## src/rtl/serdes_pkg.sv

```systemverilog
// Shared definitions for the byte-lane serializer/deserializer pair:
// default geometry, frame length and the framing state encoding.
package serdes_pkg;

  localparam int DEF_BYTE_W = 8;
  localparam int DEF_NBYTES = 4;
  localparam int FRAME_LEN  = DEF_NBYTES;

  typedef enum logic [1:0] {
    IDLE = 2'd0,
    SEND = 2'd1,
    GAP  = 2'd2
  } state_t;

endpackage

```

## src/rtl/word_serializer_if.sv

```systemverilog
// Word-in / byte-out bundle for the serializer. The slave side is the block;
// the master side is the word source and the byte-lane observer.
interface word_serializer_if
  import serdes_pkg::*;
#(
  parameter int BYTE_W = DEF_BYTE_W,
  parameter int NBYTES = DEF_NBYTES
);
  localparam int WORD_W = BYTE_W * NBYTES;

  logic              s_valid;
  logic [WORD_W-1:0] s_data;
  logic              s_ready;
  logic              Cout;
  logic [BYTE_W-1:0] Dout;
  logic              Vout;
  logic              Done;
  logic              busy;

  modport master (output s_valid, s_data,
                  input  s_ready, Cout, Dout, Vout, Done, busy);

  modport slave  (input  s_valid, s_data,
                  output s_ready, Cout, Dout, Vout, Done, busy);

endinterface

```

## src/rtl/word_serializer.sv

```systemverilog
// Serializes one word per valid/ready transfer into NBYTES bytes, MS byte first,
// with Cout on the first byte, Done on the last and IFG idle cycles between frames.
module word_serializer
  import serdes_pkg::*;
#(
  parameter int BYTE_W = DEF_BYTE_W,
  parameter int NBYTES = DEF_NBYTES,
  parameter int IFG    = 0
) (
  input  logic             clk,
  input  logic             rst_n,
  word_serializer_if.slave bus
);

  localparam int                WORD_W   = BYTE_W * NBYTES;
  localparam int                CNT_W    = (NBYTES > 1) ? $clog2(NBYTES) : 1;
  localparam logic [CNT_W-1:0]  CNT_LAST = CNT_W'(NBYTES - 1);
  localparam logic [3:0]        GAP_LAST = 4'((IFG > 0) ? (IFG - 1) : 0);

  state_t              state_q, state_d;
  logic [CNT_W-1:0]    cnt_q, cnt_d;
  logic [3:0]          gap_q, gap_d;
  logic [WORD_W-1:0]   shift_q, shift_d;
  logic                live_q;
  logic                cout_q, cout_d;
  logic                vout_q, vout_d;
  logic                done_q, done_d;
  logic                busy_q, busy_d;
  logic [BYTE_W-1:0]   dout_q, dout_d;

  logic last_byte, last_gap, s_ready_w, xfer;

  assign last_byte = (state_q == SEND) && (cnt_q == CNT_LAST);
  assign last_gap  = (state_q == GAP) && (gap_q == GAP_LAST);

  // A word may follow a frame directly only when no gap is configured.
  assign s_ready_w = live_q && ((state_q == IDLE) || (last_byte && (IFG == 0)) || last_gap);
  assign xfer      = bus.s_valid && s_ready_w;

  always_comb begin
    // NOTE: every variable gets its default first, so no path can leave one unassigned and infer a latch.
    state_d = state_q;
    cnt_d   = cnt_q;
    gap_d   = gap_q;
    shift_d = shift_q;

    unique case (state_q)
      IDLE: begin
        if (xfer) begin
          state_d = SEND;
          shift_d = bus.s_data;
          cnt_d   = '0;
        end
      end
      SEND: begin
        if (last_byte) begin
          if (xfer) begin
            shift_d = bus.s_data;
            cnt_d   = '0;
          end else if (IFG == 0) begin
            state_d = IDLE;
          end else begin
            state_d = GAP;
            gap_d   = '0;
          end
        end else begin
          cnt_d   = cnt_q + CNT_W'(1);
          shift_d = shift_q << BYTE_W;
        end
      end
      GAP: begin
        if (last_gap) begin
          if (xfer) begin
            state_d = SEND;
            shift_d = bus.s_data;
            cnt_d   = '0;
          end else begin
            state_d = IDLE;
          end
        end else begin
          gap_d = gap_q + 4'd1;
        end
      end
      default: state_d = IDLE;
    endcase

    // Outputs are precomputed from the next state so they leave the block registered.
    vout_d = (state_d == SEND);
    cout_d = vout_d && (cnt_d == '0);
    done_d = vout_d && (cnt_d == CNT_LAST);
    dout_d = vout_d ? shift_d[WORD_W-1 -: BYTE_W] : '0;
    busy_d = (state_d != IDLE);
  end

  always_ff @(posedge clk or negedge rst_n) begin
    if (!rst_n) begin
      state_q <= IDLE;
      cnt_q   <= '0;
      gap_q   <= '0;
      // NOTE: the datapath shift register is reset as well, so nothing stale can reach Dout.
      shift_q <= '0;
      live_q  <= 1'b0;
      cout_q  <= 1'b0;
      vout_q  <= 1'b0;
      done_q  <= 1'b0;
      busy_q  <= 1'b0;
      dout_q  <= '0;
    end else begin
      // NOTE: non-blocking assignments so every register samples pre-edge values.
      state_q <= state_d;
      cnt_q   <= cnt_d;
      gap_q   <= gap_d;
      shift_q <= shift_d;
      live_q  <= 1'b1;
      cout_q  <= cout_d;
      vout_q  <= vout_d;
      done_q  <= done_d;
      busy_q  <= busy_d;
      dout_q  <= dout_d;
    end
  end

  assign bus.s_ready = s_ready_w;
  assign bus.Cout    = cout_q;
  assign bus.Vout    = vout_q;
  assign bus.Done    = done_q;
  assign bus.busy    = busy_q;
  assign bus.Dout    = dout_q;

endmodule

```

## src/flat_wrapper.sv

```systemverilog
// flat-port wrapper written by rule: the top's interface ports become plain ports
module word_serializer_flat import serdes_pkg::*;
#(
  parameter int BYTE_W = DEF_BYTE_W,
  parameter int NBYTES = DEF_NBYTES,
  parameter int IFG    = 0
)
  (clk, rst_n, bus_s_valid, bus_s_data, bus_s_ready, bus_Cout, bus_Dout, bus_Vout, bus_Done, bus_busy);
  word_serializer_if #(.BYTE_W(BYTE_W), .NBYTES(NBYTES)) bus_i ();
  input  logic clk;
  input  logic rst_n;
  input wire logic [$bits(bus_i.s_valid)-1:0] bus_s_valid;
  input wire logic [$bits(bus_i.s_data)-1:0] bus_s_data;
  output wire logic [$bits(bus_i.s_ready)-1:0] bus_s_ready;
  output wire logic [$bits(bus_i.Cout)-1:0] bus_Cout;
  output wire logic [$bits(bus_i.Dout)-1:0] bus_Dout;
  output wire logic [$bits(bus_i.Vout)-1:0] bus_Vout;
  output wire logic [$bits(bus_i.Done)-1:0] bus_Done;
  output wire logic [$bits(bus_i.busy)-1:0] bus_busy;
  assign bus_i.s_valid = bus_s_valid;
  assign bus_i.s_data = bus_s_data;
  assign bus_s_ready = bus_i.s_ready;
  assign bus_Cout = bus_i.Cout;
  assign bus_Dout = bus_i.Dout;
  assign bus_Vout = bus_i.Vout;
  assign bus_Done = bus_i.Done;
  assign bus_busy = bus_i.busy;
  word_serializer #(.BYTE_W(BYTE_W), .NBYTES(NBYTES), .IFG(IFG)) u_core (.clk(clk), .rst_n(rst_n), .bus(bus_i));
endmodule
```

## config.mk

```make
export PLATFORM = sky130hd
export DESIGN_NAME = word_serializer_flat
export DESIGN_NICKNAME = d
export VERILOG_FILES = /design/src/rtl/serdes_pkg.sv /design/src/rtl/word_serializer_if.sv /design/src/rtl/word_serializer.sv /design/src/flat_wrapper.sv
export SDC_FILE = /design/constraint.sdc
export NUM_CORES = 1
export LEC_CHECK = 0
export CAP_MARGIN = 20
export CELL_PAD_IN_SITES_DETAIL_PLACEMENT = 0
export CELL_PAD_IN_SITES_GLOBAL_PLACEMENT = 1
export CORE_ASPECT_RATIO = 1.5
export CORE_MARGIN = 3
export CORE_UTILIZATION = 39
export DETAILED_ROUTE_END_ITERATION = 8
export PLACE_DENSITY_LB_ADDON = 0.15
export SLEW_MARGIN = 20
export SYNTH_ARGS = -nofsm -noshare
export SYNTH_HDL_FRONTEND = slang
export SYNTH_SLANG_ARGS = --single-unit
```

## constraint.sdc

```tcl
create_clock -name clk -period 2.4 [get_ports clk]
set_clock_uncertainty 0.2 [all_clocks]
set_input_delay 0.72 -clock clk [delete_from_list [all_inputs] [get_ports clk]]
set_output_delay 0.72 -clock clk [all_outputs]
set_load 0.05 [all_outputs]
```

==> key figures <==
Status
  • Status: finished, violations left
  • Failing checks: setup timing

Yosys
  • Post-Syn Nets: roughly 200
  • Post-Syn Area: 2049 sq um
  • Synth warn: 0
  • Async set-reset flop share out of synthesis: 1.000
  • Synthesized instance count: about 160
  • EDFF count, synth: 0
  • Synth Register Bits: 47
  • Yosys cell types: 34
  • Post-Syn Area per Cell: 12.73 sq um
  • Sequential share of the synthesized area: 0.5739
  • Synth Flop Type: dfrtp_1

Final layout
  • Final Util: 0.5617
  • Inserted Diodes: 0
  • Share of layout cells above drive strength 1: 0.2699
  • Nets@finish: about 260
  • Area grow syn2layout: 36.08%
  • Final std cells w/o fill: ~290

STA
  • Period Utilization, post-route: 1.108
  • Fin. max-slew vios: 0
  • Final setup fails: 1
  • Post-layout min period: between 2 and 3 ns
  • Min Hold Slack: roughly 0.15 ns
  • RSZ-0062 raised after global routing: yes
  • Fmax achieved: ~380 MHz
  • Setup WS post-layout: -0.2591 ns
  • Fin. Hold Viols: 0

Clock tree
  • Clk buf depth: 2
  • H-tree level count: 2
  • CTS tree: yes
  • CTS sink cnt: 47
  • Clk_lat worst skew: around 0.29 ns
  • CTS buffer count: 5
  • Root Buffer: clkbuf_8
  • Clk slew on worst S/H paths: 0.08 ns

Floorplanning
  • Die extent in x: roughly 65 microns
  • Die height: about 95 microns
  • Die Area: 6179 sq um
  • I/O Pins: 48
  • Row cnt: 31
  • Core Area: around 5000 sq um
  • Initial Util: 0.4128

Place
  • Dpl cells: between 200 and 300
  • Global placement routability congestion: ~0.86
  • Post-detail-place hpwl: 3.090 mm
  • Port bufs: between 40 and 50
  • Post-Place Setup Slack: -0.07256 ns

Drt
  • DRT iter0 DRCs: 40
  • Number of vias per cell: just over 5
  • Vias: ~1500
  • DRC viols: 0
  • DR WL/cell: between 10 and 15 microns
  • Pre-antenna DRT Iters: 4
  • Final WL: ~4.2 mm
  • Routed Antenna Nets: 0

Power and ir drop
  • Leakage: ~0.0014 uW
  • Power Total: 2982 uW
  • Peak supply drop: roughly 0.46 mV
  • PwrDens: about 1100 nW/um^2

Global routing
  • GRT Util Overall: 0.1466
  • Initial antenna violation count: 0
  • M2 GR Usage: 0.2485
  • Grt ovf: 0
  • Vias in the first global route: about 1500
  • M1 GR Usage: 0.1854
  • Top Usage Layer GRT: met2
  • First-pass GRT wire length: approximately 7.1 mm
  • Largest net degree at the start of global routing: 32
  • Met3 usage: 0.03095

Setup path
  • Worst Setup End Kind: output pin
  • Kind of critical path: reg2out
  • Crit path max fanout: 2
  • Worst endpoint required time: about 1.5 ns
  • Crit path from: u_core.gap_q[0]$_DFFE_PN0P_
  • Critical R2R Launch: u_core.gap_q[0]$_DFFE_PN0P_
  • Critical path arrival: ~1.7 ns
  • Startpoint types: register

Run
  • Max-cap viol count: 0

Min path
  • Hold Crit Class: in2async
[worst max-delay path, cell delays in order, from the launching register on]
cell and delay, ns:
dfrtp_1 0.40, inv_2 0.09, ha_4 0.13, or3b_4 0.39
nand2_4 0.08, nand2b_4 0.06, a21boi_4 0.15, buf_12 0.15
[per-layer routing]
metal  up-vias  part of all wire
li1        719                 -
met1       724              0.43
met2        39              0.50
met3         5             0.052
met4         0             0.014
met5         -                 0
[registers in the layout, indices dropped and copies added, names as in the netlist]
register and cells:
u_core.bus.Dout 8, u_core.cnt_q 2, u_core.state_q 2, u_core.bus.busy 1, u_core.bus.Done 1, u_core.gap_q 4, u_core.live_q 1, u_core.bus.Cout 1
u_core.bus.Vout 1, u_core.shift_q 26
[cell type report]
cell class	count	area (sq um)
Fill cell	459	2176
Sequential cell	47	1176
Multi-Input combinational cell	100	813.3
Timing Repair Buffer	67	620.6
Tap cell	66	82.58
Clock buffer	7	76.32
Inverter	4	15.01
Clock inverter	1	5.005
[cells in the mapped netlist (2+ instances only)]
cell,number,share of area
inv_1,4,0.0073
clkbuf_1,3,0.0055
dfrtp_1,47,0.57
and2_1,2,0.0061
a22o_1,25,0.11
a32oi_1,2,0.0085
a22o_2,6,0.029
nand3_1,2,0.0049
o311ai_0,2,0.0085
ha_1,3,0.018
nand2_1,6,0.011
a21o_1,16,0.059
xnor2_1,2,0.0085
buf_6,6,0.033
nand2b_1,4,0.012
nor2_1,3,0.0055
nor2_2,3,0.0092
o21ai_0,3,0.0073
a21oi_1,6,0.015
and3_1,2,0.0061
[power breakdown]
group          leakage [uW]  switching (uW)  total, uW  internal [uW]
clock             0.0000422             238        443            205
combinational      0.000759             799       1380            579
sequential         0.000619             127       1160           1030
total               0.00142            1160       2980           1820
[placed cells by master (no fill, tap or decap), types with 3 or more instances in the layout]
cell type,n
a22o_2,6
a21o_1,16
a21oi_1,6
clkbuf_8,5
dfrtp_1,47
a22o_1,25
nor2_1,3
nand2_1,5
nand2b_1,3
buf_12,3
buf_4,30
o21ai_0,3
clkdlybuf4s50_1,33
nor2_2,3
[path summary, 6_finish.rpt]
kind | end | slack, ns | cells after the start
max | bus_s_ready | -0.26 | 7
min | u_core.shift_q[23]$_DFFE_PN0P_ | 0.15 | 1
max reg2reg | u_core.cnt_q[0]$_DFF_PN0_ | 0.28 | 8
min reg2reg | u_core.shift_q[13]$_DFFE_PN0P_ | 0.28 | 1
min in group clk | u_core.shift_q[13]$_DFFE_PN0P_ | 0.28 | 1
max in group asynchronous | u_core.shift_q[11]$_DFFE_PN0P_ | 1.35 | 2
[metrics by stage]
stage	area (sq um)	TNS, ns
finish	2789	-0.2591
global route	2789	-0.3282
CTS	2766	-0.2948
detailed placement	2650	-0.5492
global placement	2650	-0.06899
floorplan	2076	0
[cells by family (layout without fill, tap and decap cells)]
group           after synthesis  count (layout)  synth area share
compound gates               63              63            0.2546
xor+xnor                      2               2          0.008549
fa+ha+maj                     3               3           0.01832
buf+inv                      14              79           0.04822
flops                        47              47            0.5739
mux                           1               1          0.005494
other cells                   1               1          0.001830
simple gates                 30              30           0.08913
[what timing repair did]
action / in CTS / in global routing
pin swaps: 2 / 1
setup endpoints to repair: 1 / 1
hold buffers: 0 / 0
endpoints found under the hold margin: 0 / 0
resized for setup: 2 / 0
buffers inserted: 3 / 3
Note: power is estimated with default switching activity, not from simulation.
